$ cat config.mk
export PLATFORM = sky130hd
export DESIGN_NAME = multicycle_controller
export DESIGN_NICKNAME = d
export VERILOG_FILES = /design/src/rtl/multicycle_controller.sv
export SDC_FILE = /design/constraint.sdc
export NUM_CORES = 1
export LEC_CHECK = 0
export ABC_AREA = 1
export CAP_MARGIN = 20
export CORE_ASPECT_RATIO = 1.5
export CORE_MARGIN = 2
export CORE_UTILIZATION = 30
export DETAILED_ROUTE_END_ITERATION = 10
export SYNTH_ARGS = -nofsm -noshare
export SYNTH_HDL_FRONTEND = slang
export SYNTH_SLANG_ARGS = --single-unit
export TNS_END_PERCENT = 50
$ cat constraint.sdc
create_clock -name clk -period 1.49 [get_ports clk]
set_clock_uncertainty 0.1 [all_clocks]
set_input_delay 0.447 -clock clk [delete_from_list [all_inputs] [get_ports clk]]
set_output_delay 0.447 -clock clk [all_outputs]
set_load 0.02 [all_outputs]
$ cat src/rtl/multicycle_controller.sv
// Moore-style control FSM for the multicycle MIPS datapath (R-type, lw, sw, beq, j),
// with a memory wait-state timeout. Optional MC_INSTR_COUNT_EN adds a retired-instruction counter.
module multicycle_controller #(
    parameter int unsigned TIMEOUT_CYCLES = 16
) (
    input  logic       clk,
    input  logic       reset,
    input  logic [5:0] opcode,
    input  logic       mem_ready,
    output logic       pc_write,
    output logic       pc_write_cond,
    output logic [1:0] pc_source,
    output logic       i_or_d,
    output logic       mem_read,
    output logic       mem_write,
    output logic       ir_write,
    output logic       reg_dst,
    output logic       memto_reg,
    output logic       reg_write,
    output logic       alu_src_a,
    output logic [1:0] alu_src_b,
    output logic [1:0] alu_op,
    output logic       sign_or_zero,
    output logic       instr_done,
    output logic       illegal_op,
`ifdef MC_INSTR_COUNT_EN
    output logic [31:0] instr_count,
`endif
    output logic       mem_timeout
);

    localparam logic [5:0] OP_RTYPE = 6'b000000;
    localparam logic [5:0] OP_LW    = 6'b100011;
    localparam logic [5:0] OP_SW    = 6'b101011;
    localparam logic [5:0] OP_BEQ   = 6'b000100;
    localparam logic [5:0] OP_J     = 6'b000010;
    localparam logic [7:0] WAIT_LAST = 8'(TIMEOUT_CYCLES - 1);

    typedef enum logic [3:0] {
        IDLE, FETCH, DECODE, MEM_ADDR, MEM_READ, MEM_WB,
        MEM_WRITE, EXECUTE, ALU_WB, BRANCH, JUMP
    } state_t;

    state_t     state_q, state_d;
    logic [7:0] wait_cnt_q, wait_cnt_d;
    logic       mem_state;

    assign sign_or_zero = 1'b1;
    assign mem_state = (state_q == FETCH) || (state_q == MEM_READ) || (state_q == MEM_WRITE);

    always_ff @(posedge clk or posedge reset) begin
        if (reset) begin
            state_q    <= IDLE;
            wait_cnt_q <= '0;
        end else begin
            state_q    <= state_d;
            wait_cnt_q <= wait_cnt_d;
        end
    end

    always_comb begin
        state_d       = state_q;
        wait_cnt_d    = '0;
        pc_write      = 1'b0;
        pc_write_cond = 1'b0;
        pc_source     = 2'b00;
        i_or_d        = 1'b0;
        mem_read      = 1'b0;
        mem_write     = 1'b0;
        ir_write      = 1'b0;
        reg_dst       = 1'b0;
        memto_reg     = 1'b0;
        reg_write     = 1'b0;
        alu_src_a     = 1'b0;
        alu_src_b     = 2'b00;
        alu_op        = 2'b00;
        instr_done    = 1'b0;
        illegal_op    = 1'b0;
        mem_timeout   = 1'b0;

        unique case (state_q)
            IDLE: state_d = FETCH;
            FETCH: begin
                mem_read  = 1'b1;
                alu_src_b = 2'b01;
                alu_op    = 2'b11;
                pc_write  = mem_ready;
                ir_write  = mem_ready;
                if (mem_ready) state_d = DECODE;
            end
            DECODE: begin
                alu_src_b = 2'b11;
                alu_op    = 2'b11;
                case (opcode)
                    OP_RTYPE:     state_d = EXECUTE;
                    OP_LW, OP_SW: state_d = MEM_ADDR;
                    OP_BEQ:       state_d = BRANCH;
                    OP_J:         state_d = JUMP;
                    default: begin
                        illegal_op = 1'b1;
                        state_d    = FETCH;
                    end
                endcase
            end
            MEM_ADDR: begin
                alu_src_a = 1'b1;
                alu_src_b = 2'b10;
                alu_op    = 2'b11;
                state_d   = (opcode == OP_LW) ? MEM_READ : MEM_WRITE;
            end
            MEM_READ: begin
                mem_read = 1'b1;
                i_or_d   = 1'b1;
                if (mem_ready) state_d = MEM_WB;
            end
            MEM_WB: begin
                reg_write  = 1'b1;
                memto_reg  = 1'b1;
                instr_done = 1'b1;
                state_d    = FETCH;
            end
            MEM_WRITE: begin
                mem_write  = 1'b1;
                i_or_d     = 1'b1;
                instr_done = mem_ready;
                if (mem_ready) state_d = FETCH;
            end
            EXECUTE: begin
                alu_src_a = 1'b1;
                state_d   = ALU_WB;
            end
            ALU_WB: begin
                reg_dst    = 1'b1;
                reg_write  = 1'b1;
                instr_done = 1'b1;
                state_d    = FETCH;
            end
            BRANCH: begin
                alu_src_a     = 1'b1;
                alu_op        = 2'b01;
                pc_write_cond = 1'b1;
                pc_source     = 2'b01;
                instr_done    = 1'b1;
                state_d       = FETCH;
            end
            JUMP: begin
                pc_write   = 1'b1;
                pc_source  = 2'b10;
                instr_done = 1'b1;
                state_d    = FETCH;
            end
            default: state_d = IDLE;
        endcase

        // The last tolerated wait cycle aborts back to FETCH; the FETCH strobes are already
        // gated by mem_ready, so the PC stays put and the fetch is simply retried.
        if (mem_state && !mem_ready) begin
            if (wait_cnt_q == WAIT_LAST) begin
                mem_timeout = 1'b1;
                state_d     = FETCH;
            end else begin
                wait_cnt_d = wait_cnt_q + 8'd1;
            end
        end
    end

`ifdef MC_INSTR_COUNT_EN
    logic [31:0] instr_count_q, instr_count_d;

    always_comb instr_count_d = instr_count_q + {31'd0, instr_done};

    always_ff @(posedge clk or posedge reset) begin
        if (reset) instr_count_q <= '0;
        else       instr_count_q <= instr_count_d;
    end

    assign instr_count = instr_count_q;
`endif

endmodule

==> key figures, run 1 <==
Status
  – Status: finished, violations left
  – Violated checks: setup timing

CTS
  – Root Buffer: clkbuf_8
  – # hold bufs at CTS: 0
  – # H-tree levels: 1
  – CTS Buffer Depth: 2
  – CTS sink cnt: 12
  – Worst-Skew Late Latency: around 0.24 ns
  – Clk slew on worst S/H paths: around 0.05 ns
  – CTS tree: yes
  – Cts bufs inserted: 3

Floorplanning
  – Die width: ~50 um
  – # rows: 25
  – Initial core utilization: approximately 31%
  – I/O pins: 29
  – Die ar.: about 3700 um^2
  – Die Ht: between 70 and 80 um
  – Core Area: between 3000 and 4000 um^2

Timing
  – Final worst-path cycle share: 129%
  – Pins Over Slew Limit: 0
  – Hold Vio Cnt, Final: 0
  – Final setup fails: 22
  – Maximum clock rate: approximately 520 MHz
  – Clock period minus worst slack: roughly 1.9 ns
  – Unrepaired setup endpoints after global routing: true
  – Worst setup margin: -0.431 ns

Setup path
  – R2R setup slack: -0.02 ns
  – Reg-to-reg endpoint: state_q[1]$_DFF_PP0_
  – Critical Path End Type: primary output
  – Worst Path Max Fanout: 4
  – Worst EP arrival: 1.37 ns
  – CP Launch Type: flip-flop
  – Worst r2r src: state_q[2]$_DFF_PP0_
  – Crit Path Class: flip-flop to primary output
  – Reg2Reg Depth: 8
  – Setup crit start: state_q[2]$_DFF_PP0_
  – WP data required: between 0.9 and 1 ns

Finish
  – Layout Nets: roughly 250
  – Antenna cells: 0
  – Synth-to-layout area growth: 107%
  – Layout Cells excl Fill: between 200 and 300
  – Layout cells sized above 1: 66.5%
  – Post-Route Utilization: 63.9%

Placed design
  – Placed cell count: 251
  – Setup WS pre-CTS: -1.02 ns
  – DP Wirelength: 2.19 mm
  – PortBufs: 27
  – Gpl congestion: roughly 0.87

Synthesis
  – EDFF count, synth: 0
  – Synth Instances: approximately 140
  – Yosys top cell by area: dfrtp_1
  – Synthesized Nets: between 100 and 150
  – Synth Register Bits: 12
  – Asr flop ratio synth: 100%
  – Yosys warnings: 0
  – Top cells by area, synth: dfrtp_1 (31%), nand2_1 (10%), nor2_1 (10%), inv_1 (9.0%), nand3_1 (4.7%)
  – Mean Syn Cell Area: 6.87 um^2
  – Seq/Total Area, Yosys: 31.5%
  – Top_reg_cell synth: dfrtp_1
  – Syn Std Cell Area: 955 um^2
  – Yosys top cell area share: 31.5%
  – Post-synth cell types: 25

Routing
  – Final ANT Viol Nets: 0
  – WL final: 2.99 mm
  – First-pass detailed-route iteration total: 4
  – Via count: roughly 1200
  – WL/cell: between 10 and 15 um
  – Vias/cell: ~4.3
  – # DRC: 0
  – Initial drt markers: 19

GRT
  – Initial antenna violation count: 0
  – First-pass GRT wire length: approximately 5.3 mm
  – Grt ovf: 0
  – Largest net degree at the start of global routing: 13
  – Vias in the first global route: between 1000 and 1500
  – GRT Util Overall: between 15 and 20%

Power
  – Leak: roughly 1.0 nW
  – VDD IR max: roughly 900 uV
  – Pwr dens: between 1000 and 1500 nW/um^2

Worst hold path
  – Worst Hold Class: input pin to asynchronous set/reset pin

Flow run
  – Max cap viols: 0
synth_stat cells (2+ instances only):
library cell and n:
inv_2 4, nor2_2 4, nand3_1 9, buf_4 2
nand4_1 3, nand2_4 2, xor2_1 3, nand2_2 4
nor2_1 26, dfrtp_1 12, nand2_1 26, o21ai_0 7
inv_1 23, nor2_4 3
worst max-delay path, stage by stage, from the launching register on:
cell and delay, ns:
dfrtp_2 0.45, nor2_4 0.17, buf_12 0.13, nand3_4 0.08
nand2_4 0.08, nand2_4 0.06, inv_4 0.04, buf_6 0.10
layout by cell type (no fill, tap or decap), types with 3 or more instances in the layout:
cell type  count
nand2_2        8
buf_4         65
nor2_1        14
nand4_1        3
o21ai_2        3
buf_6         18
clkbuf_8       3
nand2_1       18
nand3_1        4
nor2_2         9
nand2_4        6
inv_2         11
nor2_4        10
inv_1         15
dfrtp_2        3
dfrtp_1        9
nand3_2        4
xor2_1         3
per-layer routing:
metal / vias to the layer above / track usage, % / share of wire [%]
met5: - / 0 / 0
met4: 0 / 7.10 / 1.6
met3: 5 / 1.64 / 2.7
met2: 25 / 37.0 / 57
met1: 545 / 18.8 / 38
li1: 609 / - / -
metrics by stage:
stage          power [W]  TNS (ns)  cell area (um^2)  hold slack, ns
2_1_floorplan    0.00134     -1.22              1020           0.212
3_3_place_gp     0.00219    -15.42              1690           0.414
3_5_place_dp     0.00221    -15.81              1690           0.421
4_1_cts          0.00272     -7.02              1950           0.403
5_1_grt          0.00297     -8.47              1980           0.423
6_report         0.00278     -7.02              1980           0.395
sequential cells by signal, indices dropped and copies added, names as in the netlist:
name        count
wait_cnt_q      8
state_q         4
cell families after synthesis:
kind of cell,synth area share [%]
other cells,0.393
xor+xnor,3.67
fa+ha+maj,1.31
flops,31.5
compound gates,7.60
simple gates,43.4
buf+inv,12.2
report_power, final:
group / leakage, nW / switching [W] / total [W] / internal, W
Clock: 0.0216 / 0.000117 / 0.000295 / 0.000178
Combinational: 0.856 / 0.00101 / 0.00203 / 0.00102
Sequential: 0.158 / 0.0000707 / 0.000459 / 0.000388
Total: 1.04 / 0.00120 / 0.00278 / 0.00159
area by class of cell:
cell class	instances	area, um^2
fill	255	1120
timing repair buffer	93	779
multi-input combinational	98	701
sequential	12	304
inverter	27	104
tap	40	50.0
clock buffer	3	41.3
worst max-delay path by stage:
stage | endpoint | slack (ns) | depth (start not counted)
final | mem_timeout | -0.43 | 7
after global routing | reg_write | -0.48 | 5
after CTS | illegal_op | -0.41 | 6
after detailed placement | illegal_op | -1.02 | 6
after global placement | mem_timeout | -0.98 | 7
after floorplan | alu_src_a | -0.15 | 6
repair_timing:
item,CTS,global route
resized for setup,147,17
endpoints found under the setup margin,27,30
pin swaps,19,9
buffers inserted,19,0
(Power assumes the default switching activity.)
==> run 2: changes to the inputs <==
- RECOVER_POWER: default -> 100
==> run 2 against run 1 <==
The run still ends with setup timing left. Non-clock buffer count stayed put. Die area did not move. First-iteration DRC count did not move. Total power about the same. Critical path depth did not move. Via count about the same. Global-route usage is the same. Sequential power hardly changed. Core utilization shrank 0.20 points. Sequential share of layout area about the same. Worst hold slack better by 0.037 ns. Maximum frequency barely moved. Largest cell class unchanged. Largest power group unchanged.
==> key figures, run 2 (synthesis results as in run 1) <==
Power
  – Clock power share: 10.6% (about the same)
  – Switch Pwr: 0.00120 W (about the same)
  – Pwr dens: 1410 nW/um^2 (about the same)
  – Leak: 1.03 nW (was 1.04 nW)
  – Sequential share of power: 16.5% (about the same)
  – Total chip power: 0.00278 W (about the same)
  – VDD IR max: 883 uV (about the same)
  – Combinational power share: 72.9% (about the same)
  – Cell internal pwr: 0.00159 W (about the same)
  – Net Sw Frac: 43.0% (about the same)

CTS
  – CTS sink cnt: 12 (unchanged)
  – Worst-Skew Late Latency: 0.24 ns (about the same)
  – Cts bufs inserted: 3 (unchanged)
  – # H-tree levels: 1 (unchanged)
  – # hold bufs at CTS: 0 (unchanged)
  – CTS Buffer Depth: 2 (unchanged)
  – Clk slew on worst S/H paths: 0.05 ns (about the same)
  – CTS tree: yes (unchanged)
  – Root Buffer: clkbuf_8 (unchanged)

Setup path
  – Worst EP arrival: 1.37 ns (about the same)
  – Setup crit start: state_q[2]$_DFF_PP0_ (unchanged)
  – CP Launch Type: flip-flop (unchanged)
  – Worst r2r src: state_q[2]$_DFF_PP0_ (unchanged)
  – Worst path slowest cell: dfrtp_2 (unchanged)
  – Critical path depth in cells: 7 (unchanged)
  – Worst Path Buf+Inv: 3 (unchanged)
  – Critical Path End Type: primary output (unchanged)
  – Most used cell, CP: nand2_4 (unchanged)
  – CP endpoint: mem_timeout (unchanged)
  – R2R setup slack: -0.02 ns (about the same)
  – Crit Path Class: flip-flop to primary output (unchanged)
  – Reg-to-reg endpoint: state_q[1]$_DFF_PP0_ (unchanged)
  – CP peak stage delay: 0.45 ns (about the same)
  – Reg2Reg Depth: 8 (unchanged)
  – Delay-heaviest family, CP: flip-flops (unchanged)
  – Worst path cell trace: nor2_4 > buf_12 > nand3_4 > nand2_4 > nand2_4 > inv_4 > buf_6 (unchanged)
  – Worst Path Max Fanout: 4 (unchanged)
  – WP data required: 0.94 ns (about the same)

Floorplanning
  – Die ar.: 3660 um^2 (unchanged)
  – # rows: 25 (unchanged)
  – Initial core utilization: 30.8% (unchanged)
  – Die width: 50.1 um (unchanged)
  – Core Area: 3100 um^2 (unchanged)
  – Die Ht: 73.1 um (unchanged)
  – I/O pins: 29 (unchanged)

Routing
  – # DRC: 0 (unchanged)
  – WL met1: 1.13 mm (was 1.14 mm)
  – Via count: 1183 (was 1184)
  – First-pass detailed-route iteration total: 4 (unchanged)
  – Max layer used: met4 (unchanged)
  – WL/cell: 11.0 um (about the same)
  – Met3 WL: 82 um (unchanged)
  – WL final: 3.00 mm (was 2.99 mm)
  – Vias/cell: 4.33 (was 4.34)
  – Met2 WL: 1.74 mm (was 1.72 mm)
  – Initial drt markers: 19 (unchanged)
  – Final ANT Viol Nets: 0 (unchanged)

Finish
  – Layout cells sized above 1: 65.7% (was 66.5%)
  – Max reg flops: 8 (unchanged)
  – Biggest register: wait_cnt_q (unchanged)
  – Most frequent cells in the layout: buf_4 (64), nand2_1 (19), buf_6 (18) (was buf_4 (65), nand2_1 (18), buf_6 (18))
  – Synth-to-layout area growth: 107% (about the same)
  – Antenna cells: 0 (unchanged)
  – Most common cell after layout, fill and taps aside: buf_4 (unchanged)
  – Top Registers: wait_cnt_q: 8 flops, state_q: 4 flops (unchanged)
  – Layout Cells excl Fill: 273 (unchanged)
  – Area occupied by multi-input gates: 698 um^2 (was 701 um^2)
  – Filler cell count: 258 (was 255)
  – Register area: 304 um^2 (unchanged)
  – Layout Nets: 245 (unchanged)

Timing
  – Maximum clock rate: 521 MHz (about the same)
  – Pins Over Slew Limit: 0 (unchanged)
  – Setup tns final: -6.99 ns (was -7.02 ns)
  – Final setup fails: 22 (unchanged)
  – Unrepaired setup endpoints after global routing: true (unchanged)
  – Hold Vio Cnt, Final: 0 (unchanged)
  – Worst setup margin: -0.430 ns (was -0.431 ns)
  – Final worst-path cycle share: 129% (about the same)
  – Worst-margin pin slew: about 0.65 ns
  – Max_slew headroom: between 50% and 60%
  – Clock period minus worst slack: 1.92 ns (about the same)
  – Hold WS: 0.432 ns (was 0.395 ns)

GRT
  – Grt ovf: 0 (unchanged)
  – GRT Util Overall: 18.4% (unchanged)
  – Vias in the first global route: 1265 (unchanged)
  – Largest net degree at the start of global routing: 13 (unchanged)
  – First-pass GRT wire length: 5.25 mm (unchanged)
  – Initial antenna violation count: 0 (unchanged)

Status
  – Violated checks: setup timing (unchanged)
  – Status: finished, violations left (unchanged)

Placed design
  – DP Wirelength: 2.19 mm (unchanged)
  – Placed cell count: 251 (unchanged)
  – Gpl congestion: 0.867 (unchanged)
  – PortBufs: 27 (unchanged)

Flow run
  – Max cap viols: 0 (unchanged)

Worst hold path
  – Worst Hold Class: flip-flop to flip-flop (was input pin to asynchronous set/reset pin)
## run 2: changes by cell type in the layout (fill, tap and decap cells not counted), sizes merged
cell           previous run  this run
clkdlybuf4s50             1         0
buf                      86        85
clkbuf                    5         6
dlygate4sd3               0         1
## run 2: area by class of cell
cell class	instances	share of cell area, %
Clock buffer	3	2.09
Tap cell	40	2.54
Timing Repair Buffer	93	39.3
Sequential cell	12	15.4
Inverter	27	5.26
Multi-Input combinational cell	98	35.4
## run 2: repair_timing
action / 4_1_cts / 5_1_grt
gates resized for setup: 147 / 17
endpoints found under the setup margin: 27 / 30
pin swaps: 19 / 9
setup buffers: 19 / 0
## run 2: per-stage QoR
stage | instance area (um^2) | worst slack, ns | utilization (%)
floorplan | 1020 | -0.149 | -
global placement | 1690 | -0.981 | 54.7
detailed placement | 1690 | -1.02 | 54.7
CTS | 1950 | -0.412 | 63.0
global route | 1970 | -0.482 | 63.7
finish | 1970 | -0.430 | 63.7
## run 2: worst min-delay path by stage
stage                                          to                     from  slack [ns]  cells past startpoint
final                     wait_cnt_q[0]$_DFF_PP0_  wait_cnt_q[0]$_DFF_PP0_        0.43                      2
after global routing      wait_cnt_q[0]$_DFF_PP0_  wait_cnt_q[0]$_DFF_PP0_        0.44                      2
after CTS                 wait_cnt_q[5]$_DFF_PP0_                    reset        0.40                      3
after detailed placement  wait_cnt_q[0]$_DFF_PP0_  wait_cnt_q[0]$_DFF_PP0_        0.42                      2
after global placement    wait_cnt_q[0]$_DFF_PP0_  wait_cnt_q[0]$_DFF_PP0_        0.41                      2
after floorplan              state_q[0]$_DFF_PP0_                    reset        0.21                      1
## run 2: power by group through the flow
stage / logic, W / clock network, W / registers (W)
global placement: 0.00173 / 0 / 0.000457
finish: 0.00203 / 0.000295 / 0.000459
CTS: 0.00196 / 0.000301 / 0.000454
floorplan: 0.000881 / 0 / 0.000460
global route: 0.00219 / 0.000314 / 0.000467
detailed placement: 0.00175 / 0 / 0.000459
## run 2: worst min-delay path, stage by stage (launching register included)
cell and delay (ns):
dfrtp_1 0.35, buf_4 0.12, nor2_2 0.03
## run 2: layer usage
metal,global-route usage (%),vias up
met5,0,-
met1,18.8,543
li1,-,610
met2,37.0,25
met3,1.64,5
met4,7.10,0
==> run 3: changes to the inputs <==
==> constraint.sdc (replaced) <==
create_clock -name clk -period 1.49 [get_ports clk]
set_clock_uncertainty 0.1 [all_clocks]
set_input_delay 0.149 -clock clk [delete_from_list [all_inputs] [get_ports clk]]
set_output_delay 0.149 -clock clk [all_outputs]
set_load 0.02 [all_outputs]
==> run 3 against run 2 <==
The flow still finishes with violations (setup timing). Design area fell by 2.5%. Sequential share of layout area is 0.40 points higher. Combinational power grew 6%. Wire length increased by 7.9%. Total power increased by 6.3%. Critical path type unchanged.
==> key figures, run 3 (synthesis results as in run 1) <==
Routing
  – Vias/cell: 4.49 (was 4.33)
  – Initial drt markers: 26 (was 19)
  – Final ANT Viol Nets: 0 (unchanged)
  – WL final: 3.23 mm (was 3.00 mm)
  – First-pass detailed-route iteration total: 4 (unchanged)
  – WL/cell: 12.1 um (was 11.0 um)
  – # DRC: 0 (unchanged)
  – Via count: 1199 (was 1183)

CTS
  – Root Buffer: clkbuf_8 (unchanged)
  – CTS tree: yes (unchanged)
  – Clk slew on worst S/H paths: 0.05 ns (about the same)
  – # H-tree levels: 1 (unchanged)
  – CTS Buffer Depth: 2 (unchanged)
  – Worst-Skew Late Latency: 0.24 ns (about the same)
  – CTS sink cnt: 12 (unchanged)
  – Cts bufs inserted: 3 (unchanged)

Floorplanning
  – Die ar.: 3660 um^2 (unchanged)
  – # rows: 25 (unchanged)
  – Initial core utilization: 30.8% (unchanged)
  – Core Area: 3100 um^2 (unchanged)
  – Die width: 50.1 um (unchanged)
  – Die Ht: 73.1 um (unchanged)
  – I/O pins: 29 (unchanged)

Setup path
  – Worst path cell trace: nor2_4 > buf_4 > nand3_2 > o21ai_1 > buf_4 (was nor2_4 > buf_12 > nand3_4 > nand2_4 > nand2_4 > inv_4 > buf_6)
  – WP data required: 1.24 ns (was 0.94 ns)
  – Worst Path Buf+Inv: 2 (was 3)
  – Reg-to-reg endpoint: state_q[2]$_DFF_PP0_ (was state_q[1]$_DFF_PP0_)
  – CP Launch Type: flip-flop (unchanged)
  – Worst r2r src: state_q[3]$_DFF_PP0_ (was state_q[2]$_DFF_PP0_)
  – Worst Path Max Fanout: 4 (unchanged)
  – Worst path slowest cell: dfrtp_2 (unchanged)
  – Worst EP arrival: 1.40 ns (was 1.37 ns)
  – Critical Path End Type: primary output (unchanged)
  – Crit Path Class: flip-flop to primary output (unchanged)
  – R2R setup slack: -0.08 ns (was -0.02 ns)
  – Reg2Reg Depth: 9 (was 8)
  – Delay-heaviest family, CP: flip-flops (unchanged)
  – Most used cell, CP: buf_4 (was nand2_4)
  – CP peak stage delay: 0.44 ns (was 0.45 ns)

GRT
  – Met3 Usage GRT: 1.84% (was 1.64%)
  – GR Util met2: 34.4% (was 37.0%)
  – Grt ovf: 0 (unchanged)
  – Largest net degree at the start of global routing: 13 (unchanged)
  – GRT Util Overall: 17.8% (was 18.4%)
  – Vias in the first global route: 1188 (was 1265)
  – First-pass GRT wire length: 4.97 mm (was 5.25 mm)
  – Met1 usage: 18.1% (was 18.8%)
  – Initial antenna violation count: 0 (unchanged)
  – GR peak layer: met2 (unchanged)

Finish
  – Layout cells sized above 1: 61.2% (was 65.7%)
  – Final Cell Area: 1920 um^2 (was 1970 um^2)
  – Synth-to-layout area growth: 101% (was 107%)
  – Max reg flops: 8 (unchanged)
  – Post-Route Utilization: 62.1% (was 63.7%)
  – Biggest register: wait_cnt_q (unchanged)
  – Layout Nets: 238 (was 245)
  – Most common cell after layout, fill and taps aside: buf_4 (unchanged)
  – Top Registers: wait_cnt_q: 8 flops, state_q: 4 flops (unchanged)
  – Area occupied by multi-input gates: 668 um^2 (was 698 um^2)
  – Most frequent cells in the layout: buf_4 (57), buf_6 (21), nand2_1 (19), nor2_1 (19), inv_1 (15) (was buf_4 (64), nand2_1 (19), buf_6 (18))
  – Antenna cells: 0 (unchanged)
  – Filler cell count: 244 (was 258)
  – Register area: 304 um^2 (unchanged)
  – Layout Cells excl Fill: 267 (was 273)

Power
  – VDD IR max: 1050 uV (was 883 uV)
  – Leak: 1.01 nW (was 1.03 nW)
  – Pwr dens: 1540 nW/um^2 (was 1410 nW/um^2)

Worst hold path
  – Worst Hold Class: input pin to asynchronous set/reset pin (was flip-flop to flip-flop)

Status
  – Status: finished, violations left (unchanged)
  – Violated checks: setup timing (unchanged)

Timing
  – Unrepaired setup endpoints after global routing: true (unchanged)
  – Hold Vio Cnt, Final: 0 (unchanged)
  – Worst setup margin: -0.164 ns (was -0.430 ns)
  – Hold WS: 0.250 ns (was 0.432 ns)
  – Clock period minus worst slack: 1.65 ns (was 1.92 ns)
  – Maximum clock rate: 605 MHz (was 521 MHz)
  – Pins Over Slew Limit: 0 (unchanged)
  – Final worst-path cycle share: 111% (was 129%)
  – Final setup fails: 22 (unchanged)
  – Setup tns final: -1.52 ns (was -6.99 ns)

Placed design
  – Gpl congestion: 0.965 (was 0.867)
  – Post-DP Area: 1590 um^2 (was 1690 um^2)
  – DP Wirelength: 2.26 mm (was 2.19 mm)
  – Placed cell count: 248 (was 251)
  – PortBufs: 27 (unchanged)

Flow run
  – Max cap viols: 0 (unchanged)
[run 3: changes by cell type in the layout (fill, tap and decap cells not counted), sizes merged]
cell,delta
dlygate4sd2,-2
buf,-7
clkdlybuf4s15,-2
clkbuf,-2
clkdlybuf4s50,+7
[run 3: worst max path at each step]
stage / to / from / depth (start not counted)
3_5_place_dp: instr_done / state_q[1]$_DFF_PP0_ / 5
5_1_grt: pc_write / state_q[3]$_DFF_PP0_ / 5
4_1_cts: instr_done / state_q[3]$_DFF_PP0_ / 7
2_1_floorplan: alu_src_a / state_q[0]$_DFF_PP0_ / 6
3_3_place_gp: instr_done / state_q[1]$_DFF_PP0_ / 5
6_report: pc_write / state_q[3]$_DFF_PP0_ / 5
[run 3: worst reg2reg max path: stages, from the launching register on]
cell and delay, ns:
dfrtp_2 0.44, nor2_4 0.20, buf_6 0.13, nand3_4 0.08
nand2_4 0.09, nand2_4 0.05, buf_4 0.13, buf_6 0.11
nand2_2 0.07, nor2_2 0.06
[run 3: power by group]
part | leakage (nW) | internal, W | switching, W | total (W)
sequential | 0.158 | 0.000388 | 0.0000651 | 0.000453
clock | 0.0288 | 0.000233 | 0.000118 | 0.000351
combinational | 0.823 | 0.00106 | 0.00110 | 0.00215
total | 1.01 | 0.00168 | 0.00128 | 0.00296
[run 3: per-stage QoR]
stage / total power, W / setup slack [ns]
detailed placement: 0.00209 / -0.475
finish: 0.00296 / -0.164
global route: 0.00312 / -0.227
floorplan: 0.00124 / 0.00264
CTS: 0.00259 / -0.149
global placement: 0.00206 / -0.423
[run 3: routing by layer]
metal / wire length, um / part of all wire [%]
met1: 1200 / 37
met4: 95 / 2.9
met5: 0 / 0
met2: 1800 / 56
met3: 138 / 4.3
[run 3: final cells by class]
| class | count | area share [%] |
|---|---|---|
| clock buffers | 4 | 2.86 |
| inverters | 27 | 5.27 |
| multi-input cells | 98 | 34.7 |
| flip-flops and latches | 12 | 15.8 |
| well taps | 40 | 2.60 |
| repair buffers | 86 | 38.7 |
[run 3: timing repair]
| action | CTS | global route |
|---|---|---|
| resized for setup | 127 | 39 |
| setup endpoints to repair | 21 | 25 |
| setup buffers | 7 | 8 |
| hold buffers | 0 | 0 |
| pin swaps | 10 | 12 |
| gates cloned | 0 | 0 |
